==> src/rtl/tug_field_scored.sv <==
// tug_field_scored: parametrised tug-of-war playfield with round scoring.
//
// A single position register walks a lit LED between two players. Each press
// (rising edge of a key level) pulls the light one step toward that player.
// Pulling past the player's own end wins the round. The first player to
// WIN_SCORE rounds wins the match.
//
// Ports:
//   Clock        in   system clock, all state changes on the rising edge
//   Reset        in   synchronous, active-high
//   left_btn     in   left player key level, active-high
//   right_btn    in   right player key level, active-high
//   leds         out  playfield lights, index NUM_LIGHTS-1 is leftmost
//   score_left   out  rounds won by the left player
//   score_right  out  rounds won by the right player
//   round_winner out  2'b10 left won, 2'b01 right won, 2'b00 none / in play
//   match_over   out  high once either score reaches WIN_SCORE
module tug_field_scored #(
    parameter int unsigned NUM_LIGHTS  = 9,
    parameter int unsigned SCORE_WIDTH = 3,
    parameter int unsigned WIN_SCORE   = 7
) (
    input  logic                   Clock,
    input  logic                   Reset,
    input  logic                   left_btn,
    input  logic                   right_btn,
    output logic [NUM_LIGHTS-1:0]  leds,
    output logic [SCORE_WIDTH-1:0] score_left,
    output logic [SCORE_WIDTH-1:0] score_right,
    output logic [1:0]             round_winner,
    output logic                   match_over
);

    localparam int unsigned             PosW    = $clog2(NUM_LIGHTS);
    localparam logic [PosW-1:0]         Center  = PosW'((NUM_LIGHTS - 1) / 2);
    localparam logic [PosW-1:0]         LeftEnd = PosW'(NUM_LIGHTS - 1);
    localparam logic [SCORE_WIDTH-1:0]  Win     = SCORE_WIDTH'(WIN_SCORE);

    typedef enum logic [1:0] {StPlay, StRoundEnd, StMatchEnd} state_e;

    state_e                 state_q, state_d;
    logic [PosW-1:0]        pos_q, pos_d;
    logic [SCORE_WIDTH-1:0] score_left_q, score_left_d;
    logic [SCORE_WIDTH-1:0] score_right_q, score_right_d;
    logic [SCORE_WIDTH-1:0] score_left_inc, score_right_inc;
    logic [1:0]             winner_q, winner_d;
    logic                   l_q, r_q;
    logic                   pl, pr;

    // Previous key levels load during reset too, so a key held through
    // reset release does not count as a press.
    always_ff @(posedge Clock) begin
        l_q <= left_btn;
        r_q <= right_btn;
        if (Reset) begin
            state_q       <= StPlay;
            pos_q         <= Center;
            score_left_q  <= '0;
            score_right_q <= '0;
            winner_q      <= 2'b00;
        end else begin
            state_q       <= state_d;
            pos_q         <= pos_d;
            score_left_q  <= score_left_d;
            score_right_q <= score_right_d;
            winner_q      <= winner_d;
        end
    end

    always_comb begin
        pl              = left_btn & ~l_q;
        pr              = right_btn & ~r_q;
        score_left_inc  = score_left_q + SCORE_WIDTH'(1);
        score_right_inc = score_right_q + SCORE_WIDTH'(1);
        state_d         = state_q;
        pos_d           = pos_q;
        score_left_d    = score_left_q;
        score_right_d   = score_right_q;
        winner_d        = winner_q;
        unique case (state_q)
            StPlay: begin
                // Simultaneous presses cancel out.
                if (pl && !pr) begin
                    if (pos_q == LeftEnd) begin
                        score_left_d = score_left_inc;
                        winner_d     = 2'b10;
                        state_d      = (score_left_inc == Win) ? StMatchEnd : StRoundEnd;
                    end else begin
                        pos_d = pos_q + PosW'(1);
                    end
                end else if (pr && !pl) begin
                    if (pos_q == '0) begin
                        score_right_d = score_right_inc;
                        winner_d      = 2'b01;
                        state_d       = (score_right_inc == Win) ? StMatchEnd : StRoundEnd;
                    end else begin
                        pos_d = pos_q - PosW'(1);
                    end
                end
            end
            StRoundEnd: begin
                if (pl || pr) begin
                    pos_d    = Center;
                    winner_d = 2'b00;
                    state_d  = StPlay;
                end
            end
            StMatchEnd: begin
                // Frozen until reset.
            end
            default: begin
                state_d = StPlay;
                pos_d   = Center;
            end
        endcase
    end

    always_comb begin
        leds = '0;
        unique case (state_q)
            StPlay:     leds = NUM_LIGHTS'(1) << pos_q;
            StRoundEnd: leds = '0;
            StMatchEnd: leds = '1;
            default:    leds = '0;
        endcase
    end

    assign score_left   = score_left_q;
    assign score_right  = score_right_q;
    assign round_winner = winner_q;
    assign match_over   = (state_q == StMatchEnd);

endmodule

==> config.mk <==
export PLATFORM = sky130hd
export DESIGN_NAME = tug_field_scored
export DESIGN_NICKNAME = d
export VERILOG_FILES = /design/src/rtl/tug_field_scored.sv
export SDC_FILE = /design/constraint.sdc
export NUM_CORES = 1
export LEC_CHECK = 0
export BUFFER_PORTS_ARGS = -buffer_cell sky130_fd_sc_hd__buf_4
export CAP_MARGIN = 30
export CORE_UTILIZATION = 50
export DETAILED_ROUTE_END_ITERATION = 10
export MAX_ROUTING_LAYER = met4
export PLACE_DENSITY = 0.84
export SYNTH_ARGS = -nofsm -noshare
export SYNTH_HDL_FRONTEND = slang
export SYNTH_SLANG_ARGS = --single-unit
==> constraint.sdc <==
create_clock -name Clock -period 3.1 [get_ports Clock]
set_input_delay 0.775 -clock Clock [delete_from_list [all_inputs] [get_ports Clock]]
set_output_delay 0.775 -clock Clock [all_outputs]
set_load 0.02 [all_outputs]
==> flow_metrics.env, run 1 <==
export IMPL_status="finished, final reports clean"
export IMPL_setup_tns_ns=0
export IMPL_fin_area_mm2=0.001281
export IMPL_cts_tree="yes"
export IMPL_tightest_slew_ns=0.7302
export IMPL_final_setup_viol_count=0
export IMPL_die_h_um=48.07
export IMPL_min_path_type="reg2reg"
export IMPL_first_global_vias=833
export IMPL_antennaDiodeCount=0
export IMPL_yosysTopAreaCellShare=0.3019
export IMPL_antenna_found_initial=0
export IMPL_hold_buffers=0
export IMPL_synthDistinctLibCells=36
export IMPL_grt_pass1_wl_um=3684
export IMPL_critPathKind="in2reg"
export IMPL_rsz0062_at_grt="no"
export IMPL_syn_inst=137
export IMPL_area_delta_synth_final_pct=20.75
export IMPL_fmax_mhz=387.5
export IMPL_mappedNetlistNets=149
export IMPL_yosys_area_top_type="dfxtp_1"
export IMPL_cp_end_kind="flip-flop"
export IMPL_overflow=0
export IMPL_initial_utilization=0.5354
export IMPL_place_hpwl_um=1807
export IMPL_path_max_fanout=7
export IMPL_p_per_area_mw_per_mm2=433.2
export IMPL_cp_arrival_ns=2.77
export IMPL_drive_above_1_share=0.2025
export IMPL_clock_path_buffers=2
export IMPL_ys_seq_area_frac=0.3019
export IMPL_finClkSkew_ns=0.001600
export IMPL_layout_commonest_cell="nor2_1"
export IMPL_final_antenna_net_count=0
export IMPL_synth_cell_area_mm2=0.001061
export IMPL_synthTopCellsByArea="dfxtp_1 30%, ha_1 9.4%, nor2_1 8.5%"
export IMPL_drt_wl_total_um=2444
export IMPL_slew_headroom=0.5087
export IMPL_layout_common_cells="24 x nor2_1, 23 x buf_4, 16 x dfxtp_1, 11 x a21oi_1, 8 x ha_1"
export IMPL_n_fill_cell=169
export IMPL_period_share=0.8325
export IMPL_track_usage=0.2397
export IMPL_routed_via_count=1043
export IMPL_place_gp_congestion=0.9641
export IMPL_finalHoldViolations=0
export IMPL_placement_rows=16
export IMPL_yosysWarnings=0
export IMPL_ys_ff_latch=16
export IMPL_h_tree_depth=1
export IMPL_crit_required_ns=3.29
export IMPL_numCtsBuffers=3
export IMPL_min_period_ns=2.581
export IMPL_core_mm2=0.001982
export IMPL_drtIter0Drc=28
export IMPL_drv_slew=0
export IMPL_cts_sinks=16
export IMPL_drt_pass1_iter_count=4
export IMPL_portBuffers=21
export IMPL_drcViolationCount=0
export IMPL_nets=171
export IMPL_place_area_mm2=0.001245
export IMPL_die_w_um=48.07
export IMPL_cp_start_kind="input pin"
export IMPL_dieArea_mm2=0.002310
export IMPL_via_per_inst=5.638
export IMPL_clkSlewWorstSetupHoldPaths_ns=0.10
export IMPL_maxCapViolations=0
export IMPL_p_leak_nw=0.5535
export IMPL_avgSynthCellArea_um2=7.745
export IMPL_ios=22
export IMPL_cts_setup_buffers=0
export IMPL_wl_per_cell_um=13.21
export IMPL_cts_root_buf="clkbuf_4"
export IMPL_cts_repair_resized=0
export IMPL_grt_max_degree=16
export IMPL_clk_latency_ns=0.29
export IMPL_ir_worst_vdd_v=0.0002647
## registers in the layout, summed over array words and instances, names as in the netlist
signal,cells
l_q,1
pos_q,4
r_q,1
round_winner,2
score_left,3
score_right,3
state_q,2
## synthesized netlist by cell type
cell / instances
and2_1: 3
o21bai_1: 1
nor2b_1: 4
a21oi_1: 11
nor3_1: 6
a31o_1: 1
xnor2_1: 3
o21ai_0: 2
a21boi_0: 1
mux2i_1: 1
a311oi_1: 1
a31oi_1: 3
o21a_1: 1
dfxtp_1: 16
clkbuf_1: 6
inv_1: 4
or4b_4: 1
nor2_1: 24
a211oi_1: 3
and3_1: 1
a21o_1: 3
nand3b_1: 1
a32oi_1: 1
a21boi_1: 1
nand3_1: 2
nand2_1: 6
or3_1: 2
a311o_1: 1
ha_1: 8
nor4b_2: 1
o21ai_1: 2
or3_4: 1
inv_2: 2
nor4_1: 3
nand2b_1: 6
xor2_1: 4
## metal layers
layer  track usage  up-vias  part of all wire
met3       0.06038        8             0.057
met4        0.1333        0             0.023
met2        0.3459       42              0.47
met5             -        -                 0
li1              -      518                 -
met1        0.3011      475              0.45
## worst paths after layout
| kind | from | end | slack (ns) | cells after the start |
|---|---|---|---|---|
| setup / recovery | left_btn | pos_q[3] | 0.52 | 10 |
| setup reg to reg | l_q | pos_q[3] | 0.69 | 9 |
| hold reg to reg | round_winner[0] | round_winner[0] | 0.49 | 2 |
| hold / removal | round_winner[0] | round_winner[0] | 0.49 | 2 |
## metrics by stage
stage          instances  hold WS, ns   power, W    util  setup slack, ns
5_1_grt              185       0.5052  0.0005911  0.6465           0.3724
6_report             185       0.4873  0.0005550  0.6465           0.5192
4_1_cts              185       0.4915  0.0005547  0.6465           0.5448
3_5_place_dp         181       0.4768  0.0004160  0.6282           0.2445
3_3_place_gp         181       0.4597  0.0004076  0.6282           0.3265
2_1_floorplan        137       0.4797  0.0003607       -           0.3291
## critical path, stage by stage
cell	delay, ns
buf_4	0.08
nand2b_1	0.07
inv_2	0.11
ha_1	0.29
inv_1	0.14
ha_1	0.38
o21ai_0	0.10
nor4_1	0.38
a21oi_1	0.12
a311o_1	0.32
## area by class of cell
type	count	area, µm²	area share
clock buffer	4	36.28	0.02832
inverter	6	22.52	0.01758
multi-input combinational	109	695.7	0.5430
sequential	16	320.3	0.2500
tap	27	33.78	0.02637
timing repair buffer	23	172.7	0.1348
## kinds of logic after synthesis
kind of cell | Yosys count | synth area share
and+or+nand+nor | 61 | 0.3007
buffers and inverters | 12 | 0.04245
adders and majority gates | 8 | 0.09434
muxes | 1 | 0.009434
DFF | 16 | 0.3019
xor gates and xnor gates | 7 | 0.05778
AOI/OAI and AO/OA | 32 | 0.1934
## where the power goes
group | internal [W] | switching, W | total (W)
Combinational | 0.0000738 | 0.0000949 | 0.000169
Sequential | 0.000219 | 0.0000259 | 0.000245
Clock | 0.0000716 | 0.0000698 | 0.000141
Total | 0.000364 | 0.000191 | 0.000555
Note: power is estimated with default switching activity, not from simulation.
==> inputs of run 2 (changes only) <==
--- a/config.mk
+++ b/config.mk
@@ -7,7 +7,7 @@
 export LEC_CHECK = 0
 export BUFFER_PORTS_ARGS = -buffer_cell sky130_fd_sc_hd__buf_4
 export CAP_MARGIN = 30
-export CORE_UTILIZATION = 50
+export CORE_UTILIZATION = 48
 export DETAILED_ROUTE_END_ITERATION = 10
 export MAX_ROUTING_LAYER = met4
 export PLACE_DENSITY = 0.84
==> constraint.sdc (replaced) <==
create_clock -name Clock -period 2.2 [get_ports Clock]
set_input_delay 0.55 -clock Clock [delete_from_list [all_inputs] [get_ports Clock]]
set_output_delay 0.55 -clock Clock [all_outputs]
set_load 0.02 [all_outputs]
==> flow_metrics.env, run 2 (synthesized netlist as in run 1, its figures left out) <==
export IMPL_clkSlewWorstSetupHoldPaths_ns=0.10
export IMPL_crit_required_ns=1.65
export IMPL_fmax_mhz=467.7
export IMPL_ios=22
export IMPL_nets=179
export IMPL_core_mm2=0.002022
export IMPL_drt_wl_total_um=2314
export IMPL_routed_via_count=1054
export IMPL_layout_common_cells="31 x buf_4, 24 x nor2_1, 12 x dfxtp_1, 11 x a21oi_1"
export IMPL_wl_met3_um=129
export IMPL_die_h_um=49.02
export IMPL_cts_root_buf="clkbuf_4"
export IMPL_die_w_um=49.02
export IMPL_drtIter0Drc=33
export IMPL_path_max_fanout=12
export IMPL_grt_pass1_wl_um=3926
export IMPL_slew_headroom=0.6648
export IMPL_track_usage=0.2127
export IMPL_cp_start_kind="flip-flop"
export IMPL_antenna_found_initial=0
export IMPL_portBuffers=21
export IMPL_tightest_slew_ns=0.5021
export IMPL_grt_max_degree=16
export IMPL_clk_latency_ns=0.30
export IMPL_ir_worst_vdd_v=0.0004579
export IMPL_top_layer_used="met4"
export IMPL_hold_ws_ns=0.3541
export IMPL_h_tree_depth=1
export IMPL_overflow=0
export IMPL_period_share=0.9719
export IMPL_r2r_slack_ns=0.15
export IMPL_antennaDiodeCount=0
export IMPL_drcViolationCount=0
export IMPL_cp_arrival_ns=1.59
export IMPL_cts_tree="yes"
export IMPL_via_per_inst=5.461
export IMPL_maxCapViolations=0
export IMPL_first_global_vias=923
export IMPL_place_gp_congestion=0.9674
export IMPL_top_register="pos_q"
export IMPL_min_period_ns=2.138
export IMPL_cts_setup_buffers=0
export IMPL_place_hpwl_um=1718
export IMPL_final_setup_viol_count=0
export IMPL_initial_utilization=0.5248
export IMPL_finalHoldViolations=0
export IMPL_hold_buffers=0
export IMPL_p_leak_nw=0.5955
export IMPL_cts_sinks=16
export IMPL_drt_pass1_iter_count=4
export IMPL_numCtsBuffers=3
export IMPL_p_per_area_mw_per_mm2=581.1
export IMPL_finClkSkew_ns=0.005783
export IMPL_area_delta_synth_final_pct=30.78
export IMPL_setup_tns_ns=0
export IMPL_wl_per_cell_um=11.99
export IMPL_critPathKind="reg2out"
export IMPL_dieArea_mm2=0.002402
export IMPL_drive_above_1_share=0.2892
export IMPL_wl_met2_um=1045
export IMPL_min_path_type="in2reg"
export IMPL_placement_rows=16
export IMPL_status="finished, final reports clean"
export IMPL_layout_commonest_cell="buf_4"
export IMPL_cp_end_kind="output pin"
export IMPL_clock_path_buffers=2
export IMPL_largest_register_ff_count=4
export IMPL_wl_met1_um=1094
export IMPL_drv_slew=0
export IMPL_final_antenna_net_count=0
run 2: cell count changes in the layout (fill, tap and decap cells not counted), sizes merged:
cell	delta
buf	+8
run 2: repair_timing:
action | in CTS | in global routing
resized for setup | 1 | 5
setup endpoints to repair | 1 | 2
gates cloned | 0 | 0
run 2: through the flow:
step	cells	power, W	utilization	area (µm²)	setup WS, ns
finish	193	0.0008063	0.6863	1388	0.06181
detailed placement	189	0.0006047	0.6615	1338	-0.1311
CTS	193	0.0008010	0.6801	1375	0.02365
floorplan	137	0.0005194	-	1105	0.01083
global placement	189	0.0005964	0.6615	1338	-0.1218
global route	193	0.0008484	0.6863	1388	-0.007590
run 2: worst paths after layout:
check | start | endpoint | cells after the start
max | pos_q[1] | leds[8] | 3
min | left_btn | l_q | 1
max reg2reg | r_q | pos_q[3] | 9
min reg2reg | round_winner[0] | round_winner[0] | 2
run 2: area by class of cell:
cell class              instances  area (µm²)
flip-flops and latches         16       327.8
inverters                       6       30.03
clock buffers                   4       36.28
fillers                       172       634.4
repair buffers                 31       232.7
well taps                      27       33.78
multi-input cells             109       726.9
run 2: report_power, final:
group	switching, W	internal [W]
Combinational	0.000134	0.000123
Sequential	0.0000389	0.000312
Clock	0.0000974	0.000101
Total	0.000271	0.000536
run 2: metal layers:
| metal | vias up | GRT usage |
|---|---|---|
| met1 | 464 | 0.2524 |
| li1 | 540 | - |
| met4 | 0 | 0.09804 |
| met2 | 43 | 0.3449 |
| met3 | 7 | 0.04361 |
| met5 | - | - |
run 2: worst max-delay path, stage by stage (launching register included):
cell     delay (ns)
dfxtp_4        0.40
or4b_4         0.56
a21oi_1        0.17
buf_4          0.16
==> inputs of run 3 (changes only) <==
--- a/config.mk
+++ b/config.mk
@@ -5,10 +5,12 @@
 export SDC_FILE = /design/constraint.sdc
 export NUM_CORES = 1
 export LEC_CHECK = 0
+export ABC_AREA = 1
 export BUFFER_PORTS_ARGS = -buffer_cell sky130_fd_sc_hd__buf_4
 export CAP_MARGIN = 30
 export CORE_UTILIZATION = 48
 export DETAILED_ROUTE_END_ITERATION = 10
+export GPL_TIMING_DRIVEN = 0
 export MAX_ROUTING_LAYER = met4
 export PLACE_DENSITY = 0.84
 export SYNTH_ARGS = -nofsm -noshare
==> flow_metrics.env, run 3 <==
export IMPL_synth_edff_count=0
export IMPL_finalHoldViolations=0
export IMPL_hold_ws_ns=0.3618
export IMPL_place_hpwl_um=1745
export IMPL_crit_required_ns=2.39
export IMPL_synthTopCellsByArea="dfxtp_1 31%, o21ai_0 10%, ha_1 9.7%"
export IMPL_cp_slowest_stage_delay_ns=0.37
export IMPL_top_register="pos_q"
export IMPL_final_setup_viol_count=0
export IMPL_ios=22
export IMPL_slowest_stage="ha_1"
export IMPL_fmax_mhz=498.0
export IMPL_synth_ff_type="dfxtp_1"
export IMPL_ys_seq_area_frac=0.3099
export IMPL_cp_arrival_ns=2.20
export IMPL_initial_utilization=0.5162
export IMPL_tightest_slew_ns=0.2618
export IMPL_yosys_area_top_type="dfxtp_1"
export IMPL_hold_buffers=0
export IMPL_min_path_type="in2reg"
export IMPL_drt_wl_total_um=2213
export IMPL_cts_sinks=16
export IMPL_cts_setup_buffers=0
export IMPL_syn_inst=149
export IMPL_synthDistinctLibCells=20
export IMPL_numCtsBuffers=3
export IMPL_drcViolationCount=0
export IMPL_h_tree_depth=1
export IMPL_placement_rows=16
export IMPL_setup_tns_ns=0
export IMPL_grt_max_degree=11
export IMPL_path_depth=12
export IMPL_wl_per_cell_um=11.01
export IMPL_overflow=0
export IMPL_routed_via_count=1028
export IMPL_fin_area_mm2=0.001261
export IMPL_drtIter0Drc=12
export IMPL_min_period_ns=2.008
export IMPL_first_global_vias=944
export IMPL_yosysWarnings=0
export IMPL_status="finished, final reports clean"
export IMPL_yosysTopAreaCellShare=0.3099
export IMPL_cts_repair_resized=0
export IMPL_cts_tree="yes"
export IMPL_p_leak_nw=0.6517
export IMPL_cp_cell_sequence="buf_4, nand2_1, ha_1, inv_1, ha_1, nand3_1, nand3_1, nand2_1, nand2_1, nor2_1, nor2_1, nor2_1"
export IMPL_portBuffers=21
export IMPL_clock_path_buffers=2
export IMPL_synth_most_common_cell="nand2_1"
export IMPL_ir_worst_vdd_v=0.0004133
export IMPL_sequentialPowerShare=0.360
export IMPL_worstRegToRegCells=12
export IMPL_die_h_um=48.40
export IMPL_antennaDiodeCount=0
export IMPL_crit_family="adder cells"
export IMPL_cts_root_buf="clkbuf_4"
export IMPL_grt_pass1_wl_um=3933
export IMPL_clkSlewWorstSetupHoldPaths_ns=0.10
export IMPL_final_antenna_net_count=0
export IMPL_drt_pass1_iter_count=4
export IMPL_via_per_inst=5.114
export IMPL_die_w_um=48.40
export IMPL_async_flop_share=0
export IMPL_crit_buf_inv=2
export IMPL_dieArea_mm2=0.002343
export IMPL_p_per_area_mw_per_mm2=778.2
export IMPL_final_core_util=0.6300
export IMPL_swShare=0.4021
export IMPL_pwr_share_clk=0.201
export IMPL_drive_above_1_share=0.2529
export IMPL_cp_start_kind="input pin"
export IMPL_p_comb_frac=0.439
export IMPL_largest_register_ff_count=4
export IMPL_path_max_fanout=5
export IMPL_cp_end_kind="flip-flop"
export IMPL_internal_power_w=0.0005868
export IMPL_avgSynthCellArea_um2=6.936
export IMPL_drv_slew=0
export IMPL_layout_common_cells="26 x nand2_1, 21 x o21ai_0, 21 x buf_4, 18 x inv_1, 16 x dfxtp_1"
export IMPL_maxCapViolations=0
export IMPL_place_gp_congestion=0.9134
export IMPL_r2r_slack_ns=0.22
export IMPL_period_share=0.9128
export IMPL_finClkSkew_ns=0.007892
export IMPL_ys_ff_latch=16
export IMPL_clk_latency_ns=0.29
export IMPL_rsz0062_at_grt="no"
export IMPL_layout_commonest_cell="nand2_1"
export IMPL_hold_depth=1
export IMPL_antenna_found_initial=0
export IMPL_track_usage=0.2127
export IMPL_area_delta_synth_final_pct=22.03
export IMPL_synthTopCellsByCount="26 x nand2_1, 21 x o21ai_0, 18 x inv_1, 16 x dfxtp_1, 15 x nor2_1"
export IMPL_mappedNetlistNets=161
export IMPL_synth_cell_area_mm2=0.001033
export IMPL_p_sw_w=0.0003947
export IMPL_nets=187
export IMPL_slew_headroom=0.8253
export IMPL_place_area_mm2=0.001225
export IMPL_core_mm2=0.002002
export IMPL_critPathKind="in2reg"
## run 3: worst reg2reg max path: cells and delay by family (launching register included)
| family | cells | cell delay, ns |
|---|---|---|
| flops | 1 | 0.32 |
| simple gates | 8 | 0.66 |
| fa+ha+maj | 2 | 0.70 |
| buf+inv | 2 | 0.20 |
## run 3: cell families (layout without fill, tap and decap cells)
family	Yosys count	count (layout)	synth area share
AO/OA/AOI/OAI	33	33	0.1659
AND/OR/NAND/NOR	65	65	0.3051
XOR/XNOR	3	3	0.02543
buffers and inverters	24	49	0.09685
flip-flops	16	16	0.3099
adder cells (fa/ha/maj)	8	8	0.09686
## run 3: stage by stage
step	worst slack, ns	cells	power [W]
finish	0.1918	201	0.0009815
floorplan	0.3110	149	0.0006668
CTS	0.2217	201	0.0009826
global placement	-0.04124	197	0.0007758
global route	0.07507	201	0.001052
detailed placement	-0.08291	197	0.0007863
## run 3: power by group through the flow
stage / sequential (W) / combinational [W] / clock [W]
5_1_grt: 0.000357 / 0.000485 / 0.000210
3_3_place_gp: 0.000359 / 0.000417 / 0
6_report: 0.000353 / 0.000431 / 0.000197
3_5_place_dp: 0.000360 / 0.000426 / 0
2_1_floorplan: 0.000367 / 0.000300 / 0
4_1_cts: 0.000353 / 0.000429 / 0.000200
## run 3: layout make-up
cell class / count / area (µm²)
buffer: 1 / 11.26
clock buffer: 4 / 36.28
fill: 182 / 740.7
inverter: 23 / 88.84
multi-input combinational: 109 / 613.1
sequential: 16 / 320.3
tap: 27 / 33.78
timing repair buffer: 21 / 157.7
## run 3: final timing paths
path | startpoint | end
worst max-delay path | right_btn | pos_q[3]
worst min-delay path | right_btn | r_q
worst max register to register | r_q | pos_q[3]
worst min register to register | round_winner[1] | round_winner[1]
## run 3: metal layers
metal,up-vias,GRT usage,part of all wire
met5,-,-,0
met4,0,0.07843,0.024
met3,6,0.03145,0.044
met2,31,0.3474,0.45
met1,456,0.2665,0.48
li1,535,-,-
